## src/rtl/irq_seq.sv

```systemverilog
// irq_seq: edge-latched interrupt sequencer. Waits for a safe EX slot, then
// flushes the pipe, saves EPC, clears IE and vectors to the winning handler.
`ifndef IM_ADDR_NBIT
`define IM_ADDR_NBIT 16
`endif

module irq_seq #(
    parameter int unsigned NIRQ       = 4,
    parameter int unsigned VEC_BASE   = 'h100,
    parameter int unsigned VEC_STRIDE = 'h10
) (
    input  logic                     clk,
    input  logic                     rst_n,
    input  logic [NIRQ-1:0]          irq_in,
    input  logic [NIRQ-1:0]          irq_mask,
    input  logic                     ie,
    input  logic [`IM_ADDR_NBIT-1:0] ex_pc,
    input  logic                     ex_bubble,
    input  logic                     ex_eret,
    input  logic                     ex_halt,
    input  logic                     pic_stall,
    input  logic                     pic_redirect,
    output logic                     irq_flush,
    output logic [`IM_ADDR_NBIT-1:0] irq_vec,
    output logic                     epc_we,
    output logic                     ie_we,
    output logic [`IM_ADDR_NBIT-1:0] epc_val,
    output logic                     ie_val,
    output logic [NIRQ-1:0]          irq_ack,
    output logic [NIRQ-1:0]          pending,
    output logic                     in_handler,
    output logic [15:0]              irq_cnt
);

    localparam int unsigned AW = `IM_ADDR_NBIT;
    localparam int unsigned IW = (NIRQ > 1) ? $clog2(NIRQ) : 1;
    localparam int unsigned CW = 16;

    typedef enum logic [1:0] {
        S_IDLE = 2'd0,
        S_WAIT = 2'd1,
        S_TAKE = 2'd2,
        S_BUSY = 2'd3
    } state_t;

    state_t          r_state;
    state_t          w_state_nxt;

    logic [NIRQ-1:0] r_irq_d;
    logic            r_arm;
    logic [NIRQ-1:0] r_pending;
    logic [IW-1:0]   r_idx;
    logic [CW-1:0]   r_cnt;

    logic            r_flush;
    logic [AW-1:0]   r_vec;
    logic            r_epc_we;
    logic [AW-1:0]   r_epc_val;
    logic            r_ie_we;
    logic            r_ie_val;
    logic [NIRQ-1:0] r_ack;
    logic            r_in_handler;

    logic            w_flush_nxt;
    logic [AW-1:0]   w_vec_nxt;
    logic            w_epc_we_nxt;
    logic [AW-1:0]   w_epc_val_nxt;
    logic            w_ie_we_nxt;
    logic            w_ie_val_nxt;
    logic [NIRQ-1:0] w_ack_nxt;
    logic            w_in_handler_nxt;
    logic            w_take;

    logic [NIRQ-1:0] w_rise;
    logic [NIRQ-1:0] w_elig;
    logic [NIRQ-1:0] w_clr;
    logic [NIRQ-1:0] w_win_ack;
    logic [IW-1:0]   w_win_idx;
    logic [AW-1:0]   w_win_vec;
    logic            w_any;
    logic            w_safe;

    // r_arm masks the first post-reset cycle so lines held high through reset do not pend
    assign w_rise = irq_in & ~r_irq_d & {NIRQ{r_arm}};
    assign w_elig = r_pending & irq_mask;
    assign w_any  = |w_elig;
    assign w_safe = !ex_bubble && !ex_eret && !ex_halt && !pic_stall && !pic_redirect;

    // Lowest eligible index wins
    always_comb begin
        w_win_idx = '0;
        w_win_ack = '0;
        for (int i = int'(NIRQ) - 1; i >= 0; i--) begin
            if (w_elig[i]) begin
                w_win_idx    = IW'(i);
                w_win_ack    = '0;
                w_win_ack[i] = 1'b1;
            end
        end
    end

    assign w_win_vec = AW'(VEC_BASE + 32'(w_win_idx) * VEC_STRIDE);

    // Pending bit of the acknowledged line drops at the end of the TAKE cycle
    always_comb begin
        w_clr = '0;
        if (r_state == S_TAKE) begin
            w_clr[r_idx] = 1'b1;
        end
    end

    always_ff @(posedge clk) begin
        if (!rst_n) begin
            r_state <= S_IDLE;
        end else begin
            r_state <= w_state_nxt;
        end
    end

    always_comb begin
        w_state_nxt      = r_state;
        w_flush_nxt      = 1'b0;
        w_vec_nxt        = '0;
        w_epc_we_nxt     = 1'b0;
        w_epc_val_nxt    = '0;
        w_ie_we_nxt      = 1'b0;
        w_ie_val_nxt     = 1'b0;
        w_ack_nxt        = '0;
        w_in_handler_nxt = 1'b0;
        w_take           = 1'b0;
        case (r_state)
            S_IDLE: begin
                if (ie && w_any) begin
                    w_state_nxt = S_WAIT;
                end
            end
            S_WAIT: begin
                if (!ie || !w_any) begin
                    w_state_nxt = S_IDLE;
                end else if (w_safe) begin
                    w_state_nxt   = S_TAKE;
                    w_take        = 1'b1;
                    w_flush_nxt   = 1'b1;
                    w_vec_nxt     = w_win_vec;
                    w_epc_we_nxt  = 1'b1;
                    w_epc_val_nxt = ex_pc;
                    w_ie_we_nxt   = 1'b1;
                    w_ie_val_nxt  = 1'b0;
                    w_ack_nxt     = w_win_ack;
                end
            end
            S_TAKE: begin
                w_state_nxt      = S_BUSY;
                w_in_handler_nxt = 1'b1;
            end
            S_BUSY: begin
                if (ex_eret && !pic_stall) begin
                    w_state_nxt  = S_IDLE;
                    w_ie_we_nxt  = 1'b1;
                    w_ie_val_nxt = 1'b1;
                end else begin
                    w_in_handler_nxt = 1'b1;
                end
            end
            default: begin
                w_state_nxt = S_IDLE;
            end
        endcase
    end

    // Edge history, pending latch, frozen index and take counter
    always_ff @(posedge clk) begin
        if (!rst_n) begin
            r_irq_d   <= '0;
            r_arm     <= 1'b0;
            r_pending <= '0;
            r_idx     <= '0;
            r_cnt     <= '0;
        end else begin
            r_irq_d   <= irq_in;
            r_arm     <= 1'b1;
            r_pending <= (r_pending & ~w_clr) | w_rise;
            if (w_take) begin
                r_idx <= w_win_idx;
                if (r_cnt != {CW{1'b1}}) begin
                    r_cnt <= r_cnt + CW'(1);
                end
            end
        end
    end

    always_ff @(posedge clk) begin
        if (!rst_n) begin
            r_flush      <= 1'b0;
            r_vec        <= '0;
            r_epc_we     <= 1'b0;
            r_epc_val    <= '0;
            r_ie_we      <= 1'b0;
            r_ie_val     <= 1'b0;
            r_ack        <= '0;
            r_in_handler <= 1'b0;
        end else begin
            r_flush      <= w_flush_nxt;
            r_vec        <= w_vec_nxt;
            r_epc_we     <= w_epc_we_nxt;
            r_epc_val    <= w_epc_val_nxt;
            r_ie_we      <= w_ie_we_nxt;
            r_ie_val     <= w_ie_val_nxt;
            r_ack        <= w_ack_nxt;
            r_in_handler <= w_in_handler_nxt;
        end
    end

    assign irq_flush  = r_flush;
    assign irq_vec    = r_vec;
    assign epc_we     = r_epc_we;
    assign epc_val    = r_epc_val;
    assign ie_we      = r_ie_we;
    assign ie_val     = r_ie_val;
    assign irq_ack    = r_ack;
    assign pending    = r_pending;
    assign in_handler = r_in_handler;
    assign irq_cnt    = r_cnt;

endmodule
```

## config.mk

```make
export PLATFORM = sky130hd
export DESIGN_NAME = irq_seq
export DESIGN_NICKNAME = d
export VERILOG_FILES = /design/src/rtl/irq_seq.sv
export SDC_FILE = /design/constraint.sdc
export NUM_CORES = 1
export LEC_CHECK = 0
export BUFFER_PORTS_ARGS = -buffer_cell sky130_fd_sc_hd__buf_2
export CAP_MARGIN = 15
export CORE_ASPECT_RATIO = 0.6
export CORE_MARGIN = 1
export CORE_UTILIZATION = 50
export CTS_CLUSTER_DIAMETER = 60
export DETAILED_ROUTE_END_ITERATION = 8
export GPL_ROUTABILITY_DRIVEN = 0
export GPL_TIMING_DRIVEN = 0
export PLACE_DENSITY = 0.83
export SYNTH_ARGS = -nofsm -noshare
export SYNTH_HDL_FRONTEND = slang
export SYNTH_SLANG_ARGS = --single-unit
export TNS_END_PERCENT = 1
```

## constraint.sdc

```tcl
create_clock -name clk -period 3.8 [get_ports clk]
set_clock_uncertainty 0.05 [all_clocks]
set_input_delay 0.38 -clock clk [delete_from_list [all_inputs] [get_ports clk]]
set_output_delay 0.38 -clock clk [all_outputs]
set_load 0.03 [all_outputs]
```

# == Word-level counts from Yosys, hierarchy flattened ==
# Cells that the tools add are included.
# Widths: inputs -> output; s select.
# word_totals
out_inout_bits,61
reg_bits,69
in_bits,32
# classes
bitwise_logic,10
n_lt_le_gt_ge,2
mux,24
reduce_logical,24
add_sub_neg,2
eq_ne,7
# ops
cell,count
$mux 2,9
$add 16x1->16 const B,1
$and 4x4->4,4
$ne 16x16->1 const B,1
$add 9x6->10 const A,1
$mux 1,8
$mux 4,2
$not 4->4,2
$pmux 2 s4,1
$reduce_or 4->1,2
$logic_and 1x1->1,7
$logic_not 1->1,7
$reduce_or 7->1,1
$reduce_or 6->1,1
$reduce_or 5->1,1
$eq 2x2->1 const B,2
$ne 2x2->1 const B,2
$or 4x4->4,1
$pmux 1 s2,2
$reduce_and 2->1,2
$lt 2x3->1 const B,1
$mux 3,1
$ne 3x3->1 const B,1
$not 1->1,3
6 further kinds,6

# == Longest topological paths before layout ==
# logic_depth
word_depth,9
depth_mapped,7
ltp_nobuf,5

# == Worst setup path before layout ==
# No wires, ideal clock.
# synth_path
path_kind,flip-flop to flip-flop
from,"register r_cnt[0], in the netlist irq_cnt[0]"
to,"register r_cnt[1], in the netlist irq_cnt[1]"
period_less_slack_ps,2174
t_arrival_ps,1992
setup_slack_ps,1626
setup_time_ps,132
stages_incl_launch_ff,8
path_cell_list,dfxtp_1 > ha_1 > nand3_1 > nor3_2 > clkbuf_1 > clkbuf_1 > nand3b_1 > a21oi_1
# synth_between
elab_chain_cells,2
word_cells_on_any_way,3
cone_classes,1 x add/sub; 1 x eq/ne; 1 x reduce/logical
# synth_rtl
element,line_no,text
start: declaration,53,logic [CW-1:0] r_cnt;
start signal: assignment,186,r_cnt <= r_cnt + CW'(1);
"parallel branches: the longest is 2 deep, another holds $add 16x1->16",n/a,
# Several ways; the timed one is not identified.
# A chain may end at the register's enable or synchronous reset.

# == Worst setup path after layout ==
# layout_path
from,"register r_cnt[1], in the netlist irq_cnt[1]"
to,"register r_cnt[14], in the netlist irq_cnt[14]"
# The elaborated chain is that of the path after synthesis.

==> flow_summary.json <==
{
  "dieHeight_um": 53.2,
  "crit_type": "flop to flop",
  "async_flop_share": 0,
  "antenna_left": 0,
  "final.setup.tns_ns": 0,
  "dp.cells": 386,
  "pin_count": 93,
  "met1_usage": 0.318,
  "synth_warnings": 0,
  "htreeDepth": 2,
  "final_nets": 366,
  "grt_first_pass_wirelength_um": 8000,
  "cp_num_buf_inv": 2,
  "postSynthAreaPerCell_um2": 9.31,
  "whs_ns": 0.137,
  "fin_util": 0.681,
  "cp_top_family": "buffers and inverters",
  "max_freq_mhz": 384,
  "synth_xor_xnor_area_share": 0,
  "initial_core_util": 0.528,
  "layout_min_cycle_time_ns": 2.60,
  "worstMarginPinSlew_ns": 0.531,
  "start_kind": "flop",
  "synthMuxAreaShare": 0.0137,
  "antenna_found_initial": 0,
  "critPathMostFrequentCell": "clkbuf_1",
  "synth_edf_count": 0,
  "cts_tree": "built",
  "use_met2": 0.353,
  "grt-ovfl-total": 0,
  "grt_usage": 0.231,
  "wl_per_cell_um": 13.1,
  "synth_compound_area_frac": 0.122,
  "synthTopCellsByArea": "dfxtp_1 51%, and3_1 5.4%, buf_4 4.8%, a21oi_1 4.1%, or4_1 4.1%",
  "cts_buffer_depth": 2,
  "die_area_mm2": 0.00465,
  "crit_fanout": 10,
  "drt_pre_antenna_iters": 5,
  "layout_common_cells": "81 x buf_2, 56 x dfxtp_1, 19 x nand2_1, 19 x and3_1, 18 x a21oi_1",
  "ys_seq_elements": 56,
  "cp_slowest_cell": "clkbuf_1",
  "instances_no_fill": 394,
  "status": "completed",
  "synthCells": 235,
  "antenna_cells": 0,
  "yosys.area_share.simple": 0.264,
  "cts_buffers": 5,
  "drc": 0,
  "global_route.usage.met3": 0.0686,
  "fill_cells": 353,
  "area_growth_pct": 28.9,
  "post_cts.repair.setup_buffers": 0,
  "synth_top_area_frac": 0.512,
  "synth_top_family_by_area": "simple AND/OR/NAND/NOR gates",
  "synth_fa_ha_area_frac": 0.00572,
  "register_area_mm2": 0.00112,
  "power_density_mw_per_mm2": 378,
  "synth_area_mm2": 0.00219,
  "root_buffer": "clkbuf_8",
  "crit_path_end_kind": "flop",
  "yosysTopAreaCell": "dfxtp_1",
  "place_hpwl_um": 3910,
  "top_usage_layer": "met2",
  "drive_gt1_frac": 0.314,
  "io_buffers": 79,
  "grt_pass1_vias": 1756,
  "drv_slew": 0,
  "dr_total_vias": 2034,
  "layout_commonest_cell": "buf_2",
  "required_ns": 3.98,
  "viasPerCell": 5.16,
  "ys_seq_area_frac": 0.512,
  "period_share": 0.685,
  "die_x_um": 87.4,
  "worstPathArrival_ns": 2.78,
  "cts_hold_buf": 0,
  "path_clk_slew_ns": 0.09,
  "hold_class": "primary input to flop",
  "cts_resized": 0,
  "placementRows": 18,
  "drt_iter0_markers": 113,
  "ys_types": 34,
  "relSlewSlack": 0.646,
  "worstPathCellList": "ha_1, nand3_1, nor3_2, clkbuf_1, clkbuf_1, o31ai_1, a21oi_1",
  "timing.max_cap.violations": 0,
  "rsz0062_at_grt": "no",
  "setup_viol": 0,
  "drt_wl_total_um": 5170,
  "ir_drop_v": 0.000219,
  "slowest_delay_ns": 0.44,
  "leakagePower_nw": 1.34,
  "grt_max_degree": 19,
  "hold_violations": 0,
  "ys.flop_type": "dfxtp_1",
  "clock_latency_ns": 0.31,
  "core-area_mm2": 0.00414,
  "clock_sinks": 56,
  "multi_input_area_um2": 937
}
## kinds of logic (layout without fill, tap and decap cells)
logic type                 count (synthesis)  in the layout
adders and majority gates                  1              1
other                                      1             13
DFF                                       56             56
buffers and inverters                     32            119
muxes                                      3              3
AOI/OAI and AO/OA                         43             43
and+or+nand+nor                           99             99
## metal layers
layer / wire, um / share of wire
met1: 2460 / 0.47
met2: 2250 / 0.43
met3: 428 / 0.083
met5: 0 / 0
met4: 37 / 0.0072
## cell usage after synthesis (2+ instances only)
cell,n
dfxtp_1,56
nand3_1,10
clkbuf_1,10
a21oi_1,18
and3_1,19
nand2b_1,2
nand3b_1,5
buf_4,14
inv_1,6
o41ai_1,3
o31ai_1,10
nor3_1,2
nor3b_1,2
buf_2,2
o21ai_1,2
and4_1,4
nand4_1,3
nor2_1,9
nor3_2,2
mux2i_1,3
or4_1,12
nand2_1,19
nor4_1,2
and2_1,6
o21ai_0,5
## per-stage QoR
step / instance area, um2 / setup WS, ns / power, mW
2_1_floorplan: 2230 / 1.63 / 0.662
5_1_grt: 2820 / 1.02 / 1.10
3_3_place_gp: 2700 / 1.39 / 0.687
3_5_place_dp: 2700 / 1.31 / 0.689
4_1_cts: 2820 / 1.27 / 1.07
6_report: 2820 / 1.20 / 1.07
## flip-flops by register name (all words and copies together), names as in the netlist, 2 cells and up, named ones only
signal   cells
epc_val     16
irq_ack      4
irq_cnt     16
irq_vec      3
pending      4
r_idx        2
r_irq_d      4
## worst paths after layout
kind / start / cells past startpoint / endpoint / slack, ns
worst min register to register: r_irq_d[2]$_SDFF_PN0_ / 2 / pending[2]$_SDFF_PN0_ / 0.44
worst max-delay path: irq_cnt[1]$_SDFFE_PN0P_ / 7 / irq_cnt[14]$_SDFFE_PN0P_ / 1.20
worst min-delay path: rst_n / 1 / r_arm$_DFF_P_ / 0.14
worst max register to register: irq_cnt[1]$_SDFFE_PN0P_ / 7 / irq_cnt[14]$_SDFFE_PN0P_ / 1.20
## power by group
group	total (mW)	switching, mW	internal, mW	leakage, nW
Sequential	0.598	0.00532	0.593	0.453
Combinational	0.0780	0.0471	0.0309	0.832
Clock	0.391	0.192	0.199	0.0583
Total	1.07	0.245	0.822	1.34
## layout make-up
type                            count  share of cell area
Tap cell                           60              0.0266
Buffer                             26              0.0541
Timing Repair Buffer               79               0.140
Multi-Input combinational cell    159               0.332
Inverter                            6             0.00799
Clock inverter                      3              0.0169
Sequential cell                    56               0.398
Clock buffer                        5              0.0244
(Power assumes the default switching activity.)
